[src/rtl/spi_flash_stream_reader_pkg.sv]
// spi_flash_stream_reader_pkg
//   Shared constants and types for the SPI flash stream reader.
//   READ_OPCODE : default single-bit READ command byte
//   SPI_ADDR_W  : flash byte-address width
//   TX_BITS     : command + address bits shifted out before the data phase
//   state_t     : transaction FSM states
package spi_flash_stream_reader_pkg;

  localparam logic [7:0] READ_OPCODE = 8'h03;
  localparam int         SPI_ADDR_W  = 24;
  localparam int         TX_BITS     = 8 + SPI_ADDR_W;
  localparam int         TX_CNT_W    = $clog2(TX_BITS);

  typedef enum logic [1:0] {
    ST_IDLE      = 2'd0,
    ST_SHIFT_OUT = 2'd1,
    ST_SHIFT_IN  = 2'd2,
    ST_GAP       = 2'd3
  } state_t;

endpackage

[src/rtl/spi_flash_stream_reader_if.sv]
// spi_flash_stream_reader_if
//   SPI pin bundle between the stream reader (master) and the flash side (slave).
//   spi_cs   : active-high chip select
//   spi_sclk : SPI clock, mode 0
//   spi_out0 : io[0] driven by the master (MOSI)
//   spi_dir0 : io[0] direction, 0 = output, 1 = input
//   spi_miso : io[1] driven by the flash
interface spi_flash_stream_reader_if;

  logic spi_cs;
  logic spi_sclk;
  logic spi_out0;
  logic spi_dir0;
  logic spi_miso;

  modport master (
    output spi_cs,
    output spi_sclk,
    output spi_out0,
    output spi_dir0,
    input  spi_miso
  );

  modport slave (
    input  spi_cs,
    input  spi_sclk,
    input  spi_out0,
    input  spi_dir0,
    output spi_miso
  );

endinterface

[src/rtl/spi_flash_stream_reader.sv]
// spi_flash_stream_reader
//   Single-bit SPI READ master. An accepted start shifts out {CMD_READ, addr}
//   MSB first, then shifts in len bytes, each presented as a one-cycle
//   data_valid strobe. SCLK runs at clk/2; every output is registered.
//   clk, rst_n        : clock, asynchronous active-low reset
//   start, addr, len  : request (sampled only in IDLE)
//   abort             : terminate the current transaction
//   busy, done        : transaction status
//   data, data_valid  : received byte stream
//   spi               : SPI pin bundle (master side)
module spi_flash_stream_reader
  import spi_flash_stream_reader_pkg::*;
#(
  parameter int         LEN_W    = 8,
  parameter logic [7:0] CMD_READ = READ_OPCODE
) (
  input  logic                  clk,
  input  logic                  rst_n,
  input  logic                  start,
  input  logic [SPI_ADDR_W-1:0] addr,
  input  logic [LEN_W-1:0]      len,
  input  logic                  abort,
  output logic                  busy,
  output logic                  done,
  output logic [7:0]            data,
  output logic                  data_valid,
  spi_flash_stream_reader_if.master spi
);

  localparam logic [LEN_W-1:0]    LEN_ONE = LEN_W'(1);
  localparam logic [TX_CNT_W-1:0] TX_LAST = TX_CNT_W'(TX_BITS - 1);

  state_t                state_reg, state_next;
  logic [TX_BITS-1:0]    tx_reg, tx_next;
  logic [TX_CNT_W-1:0]   tx_cnt_reg, tx_cnt_next;
  logic [7:0]            rx_reg, rx_next;
  logic [2:0]            bit_cnt_reg, bit_cnt_next;
  logic [LEN_W-1:0]      byte_cnt_reg, byte_cnt_next;
  logic [LEN_W-1:0]      len_reg, len_next;
  logic [7:0]            data_reg, data_next;
  logic                  data_valid_reg, data_valid_next;
  logic                  done_reg, done_next;
  logic                  busy_reg, busy_next;
  logic                  cs_reg, cs_next;
  logic                  sclk_reg, sclk_next;
  logic                  out0_reg, out0_next;
  logic                  dir0_reg, dir0_next;

  logic accept;
  logic last_byte;

  // abort has priority over a simultaneous start in IDLE
  assign accept    = start & ~abort;
  assign last_byte = (byte_cnt_reg == len_reg - LEN_ONE);

  always_ff @(posedge clk or negedge rst_n) begin
    if (!rst_n) begin
      state_reg      <= ST_IDLE;
      tx_reg         <= '0;
      tx_cnt_reg     <= '0;
      rx_reg         <= '0;
      bit_cnt_reg    <= '0;
      byte_cnt_reg   <= '0;
      len_reg        <= '0;
      data_reg       <= '0;
      data_valid_reg <= 1'b0;
      done_reg       <= 1'b0;
      busy_reg       <= 1'b0;
      cs_reg         <= 1'b0;
      sclk_reg       <= 1'b0;
      out0_reg       <= 1'b0;
      dir0_reg       <= 1'b0;
    end else begin
      state_reg      <= state_next;
      tx_reg         <= tx_next;
      tx_cnt_reg     <= tx_cnt_next;
      rx_reg         <= rx_next;
      bit_cnt_reg    <= bit_cnt_next;
      byte_cnt_reg   <= byte_cnt_next;
      len_reg        <= len_next;
      data_reg       <= data_next;
      data_valid_reg <= data_valid_next;
      done_reg       <= done_next;
      busy_reg       <= busy_next;
      cs_reg         <= cs_next;
      sclk_reg       <= sclk_next;
      out0_reg       <= out0_next;
      dir0_reg       <= dir0_next;
    end
  end

  // sclk_reg high means the coming edge is a falling SCLK edge: that is where
  // the next tx bit is launched and where MISO is sampled.
  always_comb begin
    state_next = state_reg;
    unique case (state_reg)
      ST_IDLE: begin
        if (accept) state_next = (len == '0) ? ST_GAP : ST_SHIFT_OUT;
      end
      ST_SHIFT_OUT: begin
        if (abort)                                 state_next = ST_GAP;
        else if (sclk_reg && tx_cnt_reg == TX_LAST) state_next = ST_SHIFT_IN;
      end
      ST_SHIFT_IN: begin
        if (abort)                                             state_next = ST_GAP;
        else if (sclk_reg && bit_cnt_reg == 3'd7 && last_byte) state_next = ST_GAP;
      end
      default: state_next = ST_IDLE;
    endcase
  end

  always_comb begin
    tx_next         = tx_reg;
    tx_cnt_next     = tx_cnt_reg;
    rx_next         = rx_reg;
    bit_cnt_next    = bit_cnt_reg;
    byte_cnt_next   = byte_cnt_reg;
    len_next        = len_reg;
    data_next       = data_reg;
    data_valid_next = 1'b0;
    done_next       = 1'b0;
    cs_next         = cs_reg;
    sclk_next       = sclk_reg;
    out0_next       = out0_reg;
    dir0_next       = dir0_reg;
    busy_next       = (state_next != ST_IDLE);
    unique case (state_reg)
      ST_IDLE: begin
        if (accept) begin
          len_next      = len;
          tx_next       = {CMD_READ, addr};
          tx_cnt_next   = '0;
          bit_cnt_next  = '0;
          byte_cnt_next = '0;
          if (len == '0) begin
            // zero-length request completes without touching the bus
            done_next = 1'b1;
          end else begin
            cs_next   = 1'b1;
            sclk_next = 1'b0;
            out0_next = CMD_READ[7];
            dir0_next = 1'b0;
          end
        end
      end
      ST_SHIFT_OUT: begin
        if (abort) begin
          cs_next   = 1'b0;
          sclk_next = 1'b0;
          dir0_next = 1'b0;
          out0_next = 1'b0;
        end else begin
          sclk_next = ~sclk_reg;
          if (sclk_reg) begin
            if (tx_cnt_reg == TX_LAST) begin
              // hand io[0] over to the flash for the data phase
              dir0_next = 1'b1;
              out0_next = 1'b0;
            end else begin
              tx_cnt_next = tx_cnt_reg + 1'b1;
              tx_next     = {tx_reg[TX_BITS-2:0], 1'b0};
              out0_next   = tx_reg[TX_BITS-2];
            end
          end
        end
      end
      ST_SHIFT_IN: begin
        if (abort) begin
          // a partial or just-completed byte is dropped
          cs_next   = 1'b0;
          sclk_next = 1'b0;
          dir0_next = 1'b0;
          out0_next = 1'b0;
        end else begin
          sclk_next = ~sclk_reg;
          if (sclk_reg) begin
            rx_next      = {rx_reg[6:0], spi.spi_miso};
            bit_cnt_next = bit_cnt_reg + 3'd1;
            if (bit_cnt_reg == 3'd7) begin
              data_next       = {rx_reg[6:0], spi.spi_miso};
              data_valid_next = 1'b1;
              byte_cnt_next   = byte_cnt_reg + LEN_ONE;
              if (last_byte) begin
                done_next = 1'b1;
                cs_next   = 1'b0;
                sclk_next = 1'b0;
                dir0_next = 1'b0;
              end
            end
          end
        end
      end
      default: ;
    endcase
  end

  assign busy         = busy_reg;
  assign done         = done_reg;
  assign data         = data_reg;
  assign data_valid   = data_valid_reg;
  assign spi.spi_cs   = cs_reg;
  assign spi.spi_sclk = sclk_reg;
  assign spi.spi_out0 = out0_reg;
  assign spi.spi_dir0 = dir0_reg;

endmodule

[src/flat_wrapper.sv]
// flat-port wrapper written by rule: the top's interface ports become plain ports
module spi_flash_stream_reader_flat import spi_flash_stream_reader_pkg::*;
#(
  parameter int         LEN_W    = 8,
  parameter logic [7:0] CMD_READ = READ_OPCODE
)
  (clk, rst_n, start, addr, len, abort, busy, done, data, data_valid, spi_spi_cs, spi_spi_sclk, spi_spi_out0, spi_spi_dir0, spi_spi_miso);
  spi_flash_stream_reader_if spi_i ();
  input  logic clk;
  input  logic rst_n;
  input  logic start;
  input  logic [SPI_ADDR_W-1:0] addr;
  input  logic [LEN_W-1:0] len;
  input  logic abort;
  output logic busy;
  output logic done;
  output logic [7:0] data;
  output logic data_valid;
  output wire logic [$bits(spi_i.spi_cs)-1:0] spi_spi_cs;
  output wire logic [$bits(spi_i.spi_sclk)-1:0] spi_spi_sclk;
  output wire logic [$bits(spi_i.spi_out0)-1:0] spi_spi_out0;
  output wire logic [$bits(spi_i.spi_dir0)-1:0] spi_spi_dir0;
  input wire logic [$bits(spi_i.spi_miso)-1:0] spi_spi_miso;
  assign spi_spi_cs = spi_i.spi_cs;
  assign spi_spi_sclk = spi_i.spi_sclk;
  assign spi_spi_out0 = spi_i.spi_out0;
  assign spi_spi_dir0 = spi_i.spi_dir0;
  assign spi_i.spi_miso = spi_spi_miso;
  spi_flash_stream_reader #(.LEN_W(LEN_W), .CMD_READ(CMD_READ)) u_core (.clk(clk), .rst_n(rst_n), .start(start), .addr(addr), .len(len), .abort(abort), .busy(busy), .done(done), .data(data), .data_valid(data_valid), .spi(spi_i));
endmodule
[config.mk]
export PLATFORM = sky130hd
export DESIGN_NAME = spi_flash_stream_reader_flat
export DESIGN_NICKNAME = d
export VERILOG_FILES = /design/src/rtl/spi_flash_stream_reader_pkg.sv /design/src/rtl/spi_flash_stream_reader_if.sv /design/src/rtl/spi_flash_stream_reader.sv /design/src/flat_wrapper.sv
export SDC_FILE = /design/constraint.sdc
export NUM_CORES = 1
export LEC_CHECK = 0
export BUFFER_PORTS_ARGS = -buffer_cell sky130_fd_sc_hd__buf_2
export CORE_MARGIN = 2
export CORE_UTILIZATION = 35
export DETAILED_ROUTE_END_ITERATION = 6
export HOLD_SLACK_MARGIN = 0.15
export SETUP_SLACK_MARGIN = 0.5
export SYNTH_ARGS = -nofsm -noshare
export SYNTH_HDL_FRONTEND = slang
export SYNTH_SLANG_ARGS = --single-unit
[constraint.sdc]
create_clock -name clk -period 3.25 [get_ports clk]
set_clock_uncertainty 0.1 [all_clocks]
set_input_delay 0.1625 -clock clk [delete_from_list [all_inputs] [get_ports clk]]
set_output_delay 0.1625 -clock clk [all_outputs]
set_load 0.02 [all_outputs]
## Yosys cells after proc, flatten, opt, wreduce, memory -nomap -nowiden

Index checks and enable logic that the tools add are counted.

- Register bits after elaboration: 79
- Bits in latches: 0
- RAM bits: 0
- ROM bits: 0
- Input port bits: 37
- Output and inout port bits: 15
- Logic and storage cells: 122
- Memories: 0

- Add/subtract/negate cells: 4
- $mul: 0
- Divide/modulo/power cells: 0
- Magnitude comparators: 0
- Equal/unequal tests: 20
- Shift-type cells: 0
- Multiplexer cells: 61
- Bitwise gates (word level): 3
- Reductions and logical operators: 19

Operator list:

| cell | count |
|---|---|
| 31-bit 2-to-1 mux | 4 |
| 31-bit case mux with 2 select lines | 1 |
| 8-bit 2-to-1 mux | 4 |
| 1-bit 2-to-1 mux | 30 |
| 5-bit 2-to-1 mux | 4 |
| 8-bit case mux with 2 select lines | 1 |
| 3-bit by 2-bit inequality test with 1-bit output, second input constant | 5 |
| 5-bit AND reduction | 3 |
| 2-bit 2-to-1 mux | 6 |
| 2-bit inequality test, second input constant | 6 |
| 1-bit case mux with 3 select lines | 4 |
| 5-bit case mux with 2 select lines | 1 |
| 3-bit 2-to-1 mux | 3 |
| 8-bit by 1-bit adder with 8-bit output, second input constant | 1 |
| 8-bit == test | 1 |
| 8-bit zero test | 1 |
| 2-bit by 1-bit inequality test with 1-bit output, second input constant | 4 |
| 4-bit AND reduction | 2 |
| 8-bit AND reduction | 1 |
| 8-bit by 1-bit subtractor with 8-bit output, second input constant | 1 |
| 7-bit AND reduction | 1 |
| 2-bit case mux with 3 select lines | 1 |
| 3-bit case mux with 2 select lines | 1 |
| 3-bit AND reduction | 2 |
| 14 further kinds | 19 |

## Depth between registers and ports, before layout

Gate-level depths: netlist of run 1.

- Word-level depth: 7
- Gate-level depth with buffers: 9
- Mapped depth without buffers: 8

## Least setup slack after synthesis of run 1

No wires, ideal clock.

- Path kind: register to register
- Start: register u_core.tx_cnt_reg[0]
- End: register u_core.tx_cnt_reg[2]
- Library setup time: 0.127 ns
- Arrival: 2.199 ns
- Data required time: 3.023 ns
- Path slack: 0.824 ns
- Cell stages (with the launch flop): 10
- Path buffers: 1
- Period minus slack after synthesis: 2.426 ns
- Cells stage by stage: dfrtp_1 ha_1 and3_1 ha_1 nand2b_1 a2111oi_2 buf_2 o21ai_0 nand2_1 o21ai_0

- Longest elaborated chain between the ends: 5
- Elaborated cells on any way between the ends: 8
- Those cells by class: add/sub: 1; eq/ne: 2; mux: 4; reduce/logical: 1

RTL lines:

| element | line | source |
|---|---|---|
| from (decl) | spi_flash_stream_reader.sv:35 | `logic [TX_CNT_W-1:0] tx_cnt_reg, tx_cnt_next;` |
| from (signal assigned) | spi_flash_stream_reader.sv:76 | `tx_cnt_reg <= tx_cnt_next;` |
| 5-bit by 1-bit adder with 5-bit output | spi_flash_stream_reader.sv:160 | `tx_cnt_next = tx_cnt_reg + 1'b1;` |
| 5-bit 2-to-1 mux | spi_flash_stream_reader.sv:155 | `if (tx_cnt_reg == TX_LAST) begin` |
| 5-bit 2-to-1 mux | spi_flash_stream_reader.sv:154 | `if (sclk_reg) begin` |
| 5-bit 2-to-1 mux | spi_flash_stream_reader.sv:147 | `if (abort) begin` |
| 5-bit case mux with 2 select lines | spi_flash_stream_reader.sv:127 | `unique case (state_reg)` |

Several ways; a longest one is shown, not always the timed one. The select of a mux whose other input is x is not followed.
A chain may end at the register's enable or synchronous reset.

## Worst setup path after layout of run 1

- Start: register u_core.state_reg[0]
- End: register u_core.bit_cnt_reg[0]

- Longest elaborated chain between the ends: 3
- Elaborated cells on any way between the ends: 8
- Those cells by class: eq/ne: 4; mux: 1; reduce/logical: 3

RTL lines:

| element | line | source |
|---|---|---|
| from (decl) | spi_flash_stream_reader.sv:33 | `state_t state_reg, state_next;` |
| from (signal assigned) | spi_flash_stream_reader.sv:74 | `state_reg <= state_next;` |
| 2-bit == test or 2-bit zero test (tied branches) | spi_flash_stream_reader.sv:127 |  |
| 2-bit by 1-bit inequality test with 1-bit output (no line) (tied with other cells) | n/a |  |
| 4-bit AND reduction (no line) | n/a |  |
| to (signal assigned) | spi_flash_stream_reader.sv:78 | `bit_cnt_reg <= bit_cnt_next;` |
| to (decl) | spi_flash_stream_reader.sv:37 | `logic [2:0] bit_cnt_reg, bit_cnt_next;` |

Several ways; a longest one is shown, not always the timed one.

==> summary by stage, run 1 <==
Run status
The run finished with clean final reports.

Power
The total internal power is 2.54 mW. The part of the power in registers is 38.6%. In this run the power density over the cells is 782 nW/um^2. The switching power share of the total is 35.6%.

IR analysis of the VDD net gives a maximum drop of 396 uV. For this design the static power due to leakage is 2.29 nW. The part of the total power dissipated in the clock network is 25.8%. The power share of the combinational group is 35.6%. For this design the total switching power over the nets is 1.40 mW.

Logic synthesis
Counting every net in the synthesized netlist gives 456. The combinational family with the most area after synthesis is simple AND/OR/NAND/NOR gates. The leading area contributor after synthesis is dfrtp_1. For this run, the number of Yosys warnings is 0. In the post-synthesis netlist, the cell with the most instances is dfrtp_1. By count the netlist is led by 79 x dfrtp_1, 54 x nand2_1, 39 x nor2_1. The most used flip-flop cell after synthesis is dfrtp_1. The simple-gate share of the synthesized area is 16.3%.

Summing the sequential cell areas from Yosys gives 50.0% of the chip area. The post-synthesis register bit count is 79. Summing the areas of all xor and xnor instances in the mapped netlist gives 1.99% of the synthesized area. The mux contribution to synthesized area is 11.2%. The average instance in the mapped netlist occupies 9.70 um^2. The portion of synthesized cell area occupied by the leading cell type is 50.0%.

Of all flip-flops after synthesis, the portion carrying an async set or reset was 100%. The adder-cell share of the synthesized area is 3.48%. In this run, synthesis inferred 0 flip-flops with an integrated enable. By area the synthesized netlist is led by dfrtp_1 50%, mux2i_1 6.3%, nand2_1 5.1%. The cell count after synthesis is 408. Summing the areas of all compound-gate instances in the mapped netlist gives 13.0% of the synthesized area. The cell area after synthesis is 3960 um^2. The count of distinct cell types in the synthesized netlist is 45.

Setup path
The worst setup path is captured at a flop. The launch instance of the worst register-to-register path is u_core.state_reg[0]$_DFF_PN0_. In this run the worst path has a maximum fanout of 13. The critical path starts at u_core.state_reg[0]$_DFF_PN0_. The type of element launching the critical path is a flop.

By startpoint and endpoint, the worst setup path is classified as flop to flop. Data on the critical path is required at its endpoint by 3.37 ns. The data arrival at the endpoint of the critical path is 2.55 ns.

Die
Once the floorplan was initialized, standard cells occupied 36.2% of the core. The floorplan has 38 rows. In this run the horizontal extent of the chip is 110 um.

The count of boundary I/O pins is 52. The floorplan step defined a die boundary enclosing 12200 um^2. The die span in y is 110 um. The total area inside the core boundary comes to 10900 um^2.

Clock network
The CTS sink count is 79. The worst-case clock buffer depth is 2. The H-tree was split into 3 levels.

Clock-pin slew was measured on the worst setup and hold paths at 0.06 ns. The clock latency on the worst-skew pair is 0.34 ns. The count of instances resized after the clock tree is built is 0. The CTS buffer count is 9.

CTS placed an instance of clkbuf_16 at the clock tree root. TritonCTS built the clock tree.

Final layout
The final cell utilization of the core is 46.1%. After the last flow step, the layout net total stands at 540. The share of post-route cells with drive strength above 1 is 20.1%. The number of fill cells in the layout is 1056. The flip-flop count of the largest register, all copies and words added is 31.

The area growth from synthesis to layout is 27.3%. The repair_antennas step left the layout with diodes totalling 0.

Timing
Setup repair after global routing left no endpoint under its margin. The final setup violation count is 0. For the pin with the worst max-slew slack, the measured transition is 1.02 ns.

Measured against its own limit, the worst slew margin works out to 31.8%. Dividing the final minimum period by the clock period gives 74.6%. The max-slew violation total from the final report was 0. The final period demand of the worst path is 2.43 ns. The final-layout setup total negative slack is 0 ns.

The final-report hold violation count is 0. Timing would allow up to 0.412 GHz.

Global routing
The via count of the first global-routing pass is 3075. The number of antenna violations at the first check in global routing came to 0. Global routing used 14.6% of the available tracks.

For this run the aggregate overflow at the end of global routing stands at 0. The first-pass GRT wire length is 13.9 mm. Entering global routing, the biggest net connects 80 pins.

Route
The detailed router used layers up to and including met4. The final layout contains routed wiring with a total length of 8.40 mm. The met3 wire length is 334 um.

Summing over every cut layer, the via total after detailed routing is 3153. After detailed routing, the number of remaining DRC violations is 0. In this run, the number of DRC markers left after iteration 0 of detailed routing was 143. The first detailed-routing pass took 4 iterations. The number of vias per cell is 4.95.

In the final routed layout, each cell accounts on average for 13.2 um. The number of antenna-violating nets in the routed design is 0. The routed length on met2 is 4.00 mm.

After detailed routing, the wire length on met1 is 3.97 mm.

Worst hold path
The kind of path behind the tightest hold check is input pin to flop. The startpoint of the lowest-slack hold path is abort.

Placement
Input and output buffers added on the ports amount to 51. The final RePlAce weighted congestion is 0.774. Detailed placement ended at an HPWL of 5.54 mm.

Run
The tool flagged a number of max-cap violations equal to 0.
[repair_timing]
action	4_1_cts	5_1_grt
endpoints found under the setup margin	0	28
endpoints found under the hold margin	113	0
setup buffers	0	2
hold buffers	34	0
[path summary, 6_finish.rpt]
kind	to	slack (ns)	cells past startpoint
worst min-delay path	u_core.spi.spi_cs$_DFFE_PN0P_	0.23	4
worst max-delay path	u_core.bit_cnt_reg[0]$_DFFE_PN0P_	0.82	6
max in group asynchronous	u_core.tx_reg[26]$_DFFE_PN0P_	1.93	2
worst max register to register	u_core.bit_cnt_reg[0]$_DFFE_PN0P_	0.82	6
min in group asynchronous	u_core.byte_cnt_reg[3]$_DFFE_PN0P_	0.43	2
worst min register to register	u_core.data[7]$_DFFE_PN0P_	0.37	2
[critical path: stages, from the launching register on]
cell and delay (ns):
dfrtp_1 0.41, inv_1 0.14, ha_1 0.46, nor2_1 0.09
nor3_1 0.24, a21boi_0 0.48, mux2_2 0.39
[stage by stage]
step | hold WS [ns] | instance area (um^2) | total power [mW] | setup WS, ns | instances
global route | 0.273 | 5040 | 4.22 | 0.546 | 637
CTS | 0.222 | 5020 | 3.96 | 0.582 | 635
global placement | 0.289 | 4380 | 2.85 | 0.662 | 585
finish | 0.230 | 5040 | 3.94 | 0.825 | 637
detailed placement | 0.299 | 4380 | 2.90 | 0.592 | 585
floorplan | -0.233 | 3960 | 2.55 | 0.824 | 408
[power groups by stage]
| stage | Combinational [mW] | Clock (mW) | Sequential [mW] |
|---|---|---|---|
| after floorplan | 1.08 | 0 | 1.47 |
| after global placement | 1.33 | 0 | 1.53 |
| after detailed placement | 1.36 | 0 | 1.54 |
| after CTS | 1.40 | 1.04 | 1.52 |
| after global routing | 1.58 | 1.08 | 1.56 |
| final | 1.40 | 1.02 | 1.52 |
[cells in the final DEF (no fill, tap or decap), types with 2 or more instances in the layout]
cell and instances:
mux2_2 17, a21o_2 2, clkinv_2 2, or3_1 2, buf_4 5, a21oi_1 33, buf_12 2, xnor2_1 6
dlygate4sd3_1 34, and3_1 5, inv_1 23, clkbuf_16 9, buf_2 50, mux2i_1 25, and2_1 2, nor4_1 2
nand4_1 4, a211o_1 2, o31ai_1 4, nand2b_1 3, nor2b_1 3, nand2_1 54, ha_1 10, xor2_1 3
o21ai_0 28, nor3_1 3, nand3_1 19, nor2_1 39, dfrtp_1 79, o22ai_1 3, o21bai_1 2
[cell type report]
type	count	area [um^2]	share of cell area, %
Clock inverter	5	56.3	1.12
Sequential cell	79	1980	39.2
Timing Repair Buffer	91	668	13.3
Multi-Input combinational cell	287	1830	36.3
Tap cell	140	175	3.48
Clock buffer	11	243	4.82
Inverter	24	90.1	1.79
[kinds of logic after synthesis]
| group | after synthesis |
|---|---|
| simple gates | 141 |
| mux | 42 |
| flops | 79 |
| xor+xnor | 9 |
| fa+ha+maj | 11 |
| compound gates | 84 |
| buf+inv | 42 |
[per-layer routing]
layer  track usage (%)  vias to the layer above
li1                  -                     1573
met4              4.20                        0
met5                 0                        -
met1              17.7                     1508
met3              4.35                       12
met2              25.1                       60
Note: power is estimated with default switching activity, not from simulation.
==> inputs of run 2 (changes only) <==
==> constraint.sdc (replaced) <==
create_clock -name clk -period 2.16 [get_ports clk]
set_clock_uncertainty 0.1 [all_clocks]
set_input_delay 0.108 -clock clk [delete_from_list [all_inputs] [get_ports clk]]
set_output_delay 0.108 -clock clk [all_outputs]
set_load 0.02 [all_outputs]
==> run 2 against run 1 <==
  * Power up 100%
  * Setup slack lost 0.80 ns
  * Flip-flop and latch count stayed put
  * Clock power rose by 56%
  * Via count increased by 9.8%
  * Largest cell class is now multi-input combinational cells
==> summary by stage, run 2 (synthesis results as in run 1) <==
Timing
Setup repair after global routing could not meet its margin everywhere. For this run, the top clock speed supported by timing is 0.467 GHz. The final cycle utilization of the critical path is 99.1%. The final-report hold violation count is 0.

The clock period could shrink to 2.14 ns. For the pin with the worst max-slew slack, the measured transition is 0.548 ns. The tightest hold margin is 0.160 ns. Measured against its own limit, the worst slew margin works out to 63.1%. The max-slew violation total from the final report is 0. Setup violations remaining at the end of the flow were counted as 0.

Power
The leakage power of the design is 2.76 nW. The worst-case IR drop observed on VDD is 739 uV. The reported net switching power is 2.95 mW. The part of the total power dissipated in the clock network is 20.0%. In this run switching power makes up 37.3% of total power. Dividing total power by cell area gives a power density of 1260 nW/um^2. The power share of the combinational group is 49.4%. The internal power of the cells totals 4.96 mW. Of the total power, registers draw 30.5%.

Global routing
The via count of the first global-routing pass came to 3418. The first-pass GRT wire length is 15.9 mm. The pin count of the biggest net entering global routing is 43. The number of antenna violations at the first check in global routing came to 2. The all-layer global routing usage is 16.7%.

For this run the aggregate overflow at the end of global routing stands at 0.

Clock network
The CTS sink count is 79. The longest clock path from root to sink contains 2 buffers. The clock latency on the worst-skew pair is 0.34 ns. Clock-pin slew was measured on the worst setup and hold paths at 0.07 ns.

The total number of H-tree levels is 3. TritonCTS built the clock tree. The tree is rooted in a clkbuf_16. Buffers inserted during clock tree synthesis total 9.

Placement
The number of port buffers is 51. The post-detailed-placement cell area is 4630 um^2. The final RePlAce weighted congestion is 0.781. Summed over all nets, the half-perimeter wirelength after detailed placement is 5.89 mm.

Final layout
The leading cell type in the layout, fill and taps excluded is dfrtp_1. Counting the fill cells in the layout gives 894. The area used by sequential logic in the layout is 1980 um^2. The share of post-route cells with drive strength above 1 is 47.1%. The multi-input logic area is 2490 um^2. The net count of the finished layout is 589. The post-layout instance area is 6290 um^2. The flip-flop count of the largest register, all copies and words added is 31. The area growth from synthesis to layout is 58.9%.

Leaving out fill and tap cells, the most frequent cells in the layout are 74 x dfrtp_1, 50 x buf_2, 47 x nand2_1, 34 x dlygate4sd3_1, 28 x buf_4.

Die
The die is 110 um wide. After floorplanning, the core was divided into 38 placement rows. After floorplanning, the core was sized to cover 10900 um^2. The die span in y is 110 um. The count of boundary I/O pins is 52. The die outline area is 12200 um^2. The effective utilization at floorplan is 36.2%.

Route
The number of antenna-violating nets in the routed design is 0. Dividing the detail-routed wire length by the instance count gives 15.0 um. After detailed routing, the number of vias per cell comes to 5.06. For this block, the routed nets add up to 10.2 mm of wire. The final route contains 3461 vias. The final routed DRC violation total is 0. In this run, the number of DRC markers left after iteration 0 of detailed routing was 97.

The first-pass iteration count of the detailed router is 4.

Worst hold path
The path class of the tightest hold or removal check is input pin to flop. In this run the most critical hold path is launched from len[6]. The worst-case hold path end point is u_core.done$_DFF_PN0_.

Counting instances, the worst hold path has a depth of 5.

Setup path
The type of element launching the critical path is a flop. The setup slack of the worst register-to-register path is 0.02 ns. In this run the critical register-to-register path is launched from u_core.len_reg[0]$_DFFE_PN0P_. STA classifies the critical path endpoint as a flop. STA puts the critical path data arrival time at 2.27 ns. The terminus of the critical flop-to-flop path is u_core.spi.spi_cs$_DFFE_PN0P_.

The kind of critical path is flop to flop. At the worst endpoint, the required time is 2.29 ns. Counting cells, the worst reg-to-reg path comes to 8. The critical-path maximum fanout is 5.

Run
The tool flagged a number of max-cap violations equal to 0.

Run status
The flow ran to the end, and the final reports show no timing, DRC or antenna violations.
## run 2: cell types whose count changed in the layout (fill, tap and decap cells not counted), sizes merged
cell    before  now
bufinv       1    2
diode        0    1
inv         24   22
clkbuf      11   12
buf         57  102
a21boi       2    3
## run 2: per-stage QoR
stage | cells | setup WS, ns | total power [mW] | utilization (%) | setup TNS [ns]
finish | 684 | 0.0202 | 7.92 | 57.5 | 0
CTS | 668 | 0.0292 | 7.02 | 52.3 | 0
detailed placement | 597 | -0.0517 | 4.70 | 42.3 | -0.100
global placement | 597 | 0.00387 | 4.62 | 42.3 | 0
global route | 684 | -0.0647 | 8.39 | 57.5 | -0.386
floorplan | 408 | 0.0417 | 4.12 | - | 0
## run 2: final cells by class
type                            count  share of cell area, %
Timing Repair Buffer              139                   19.6
Inverter                           24                   1.65
Antenna cell                        1                 0.0398
Clock buffer                        9                   3.58
Multi-Input combinational cell    288                   39.6
Tap cell                          140                   2.79
Clock inverter                      4                   1.17
Sequential cell                    79                   31.5
## run 2: worst max-delay path by stage
stage,startpoint,end,slack (ns),cells after the start
after floorplan,u_core.len_reg[0]$_DFFE_PN0P_,u_core.spi.spi_dir0$_DFFE_PN0P_,0.04,8
after global placement,u_core.len_reg[1]$_DFFE_PN0P_,u_core.spi.spi_dir0$_DFFE_PN0P_,0.004,7
after detailed placement,u_core.len_reg[1]$_DFFE_PN0P_,u_core.spi.spi_dir0$_DFFE_PN0P_,-0.05,7
after CTS,u_core.len_reg[2]$_DFFE_PN0P_,u_core.spi.spi_dir0$_DFFE_PN0P_,0.03,6
after global routing,u_core.len_reg[0]$_DFFE_PN0P_,u_core.spi.spi_cs$_DFFE_PN0P_,-0.06,8
final,u_core.len_reg[0]$_DFFE_PN0P_,u_core.spi.spi_cs$_DFFE_PN0P_,0.02,8
## run 2: power by group through the flow
stage,clock (mW),sequential [mW],combinational [mW]
4_1_cts,1.62,2.30,3.10
3_5_place_dp,0,2.32,2.37
5_1_grt,1.67,2.48,4.24
3_3_place_gp,0,2.30,2.32
2_1_floorplan,0,2.23,1.88
6_report,1.59,2.42,3.91
## run 2: repair_timing
item | in CTS | in global routing
setup buffers | 20 | 12
pin swaps | 13 | 14
setup endpoints to repair | 78 | 78
endpoints found under the hold margin | 113 | 0
hold buffers | 34 | 0
gates resized for setup | 61 | 104
gates cloned | 4 | 3
## run 2: critical path, cell delays in order (launching register included)
cell      delay [ns]
dfrtp_2         0.44
buf_6           0.13
nor3_4          0.15
xnor2_1         0.09
or4_4           0.49
a211oi_4        0.28
buf_4           0.18
a21o_2          0.12
nand3_2         0.06
## run 2: layer usage
| metal | global-route usage [%] | vias to the layer above | routed length [um] |
|---|---|---|---|
| met5 | 0 | - | 13 |
| met4 | 5.27 | 2 | 161 |
| met3 | 4.41 | 19 | 383 |
| met2 | 28.5 | 61 | 5190 |
| met1 | 20.8 | 1699 | 4500 |
| li1 | - | 1680 | - |
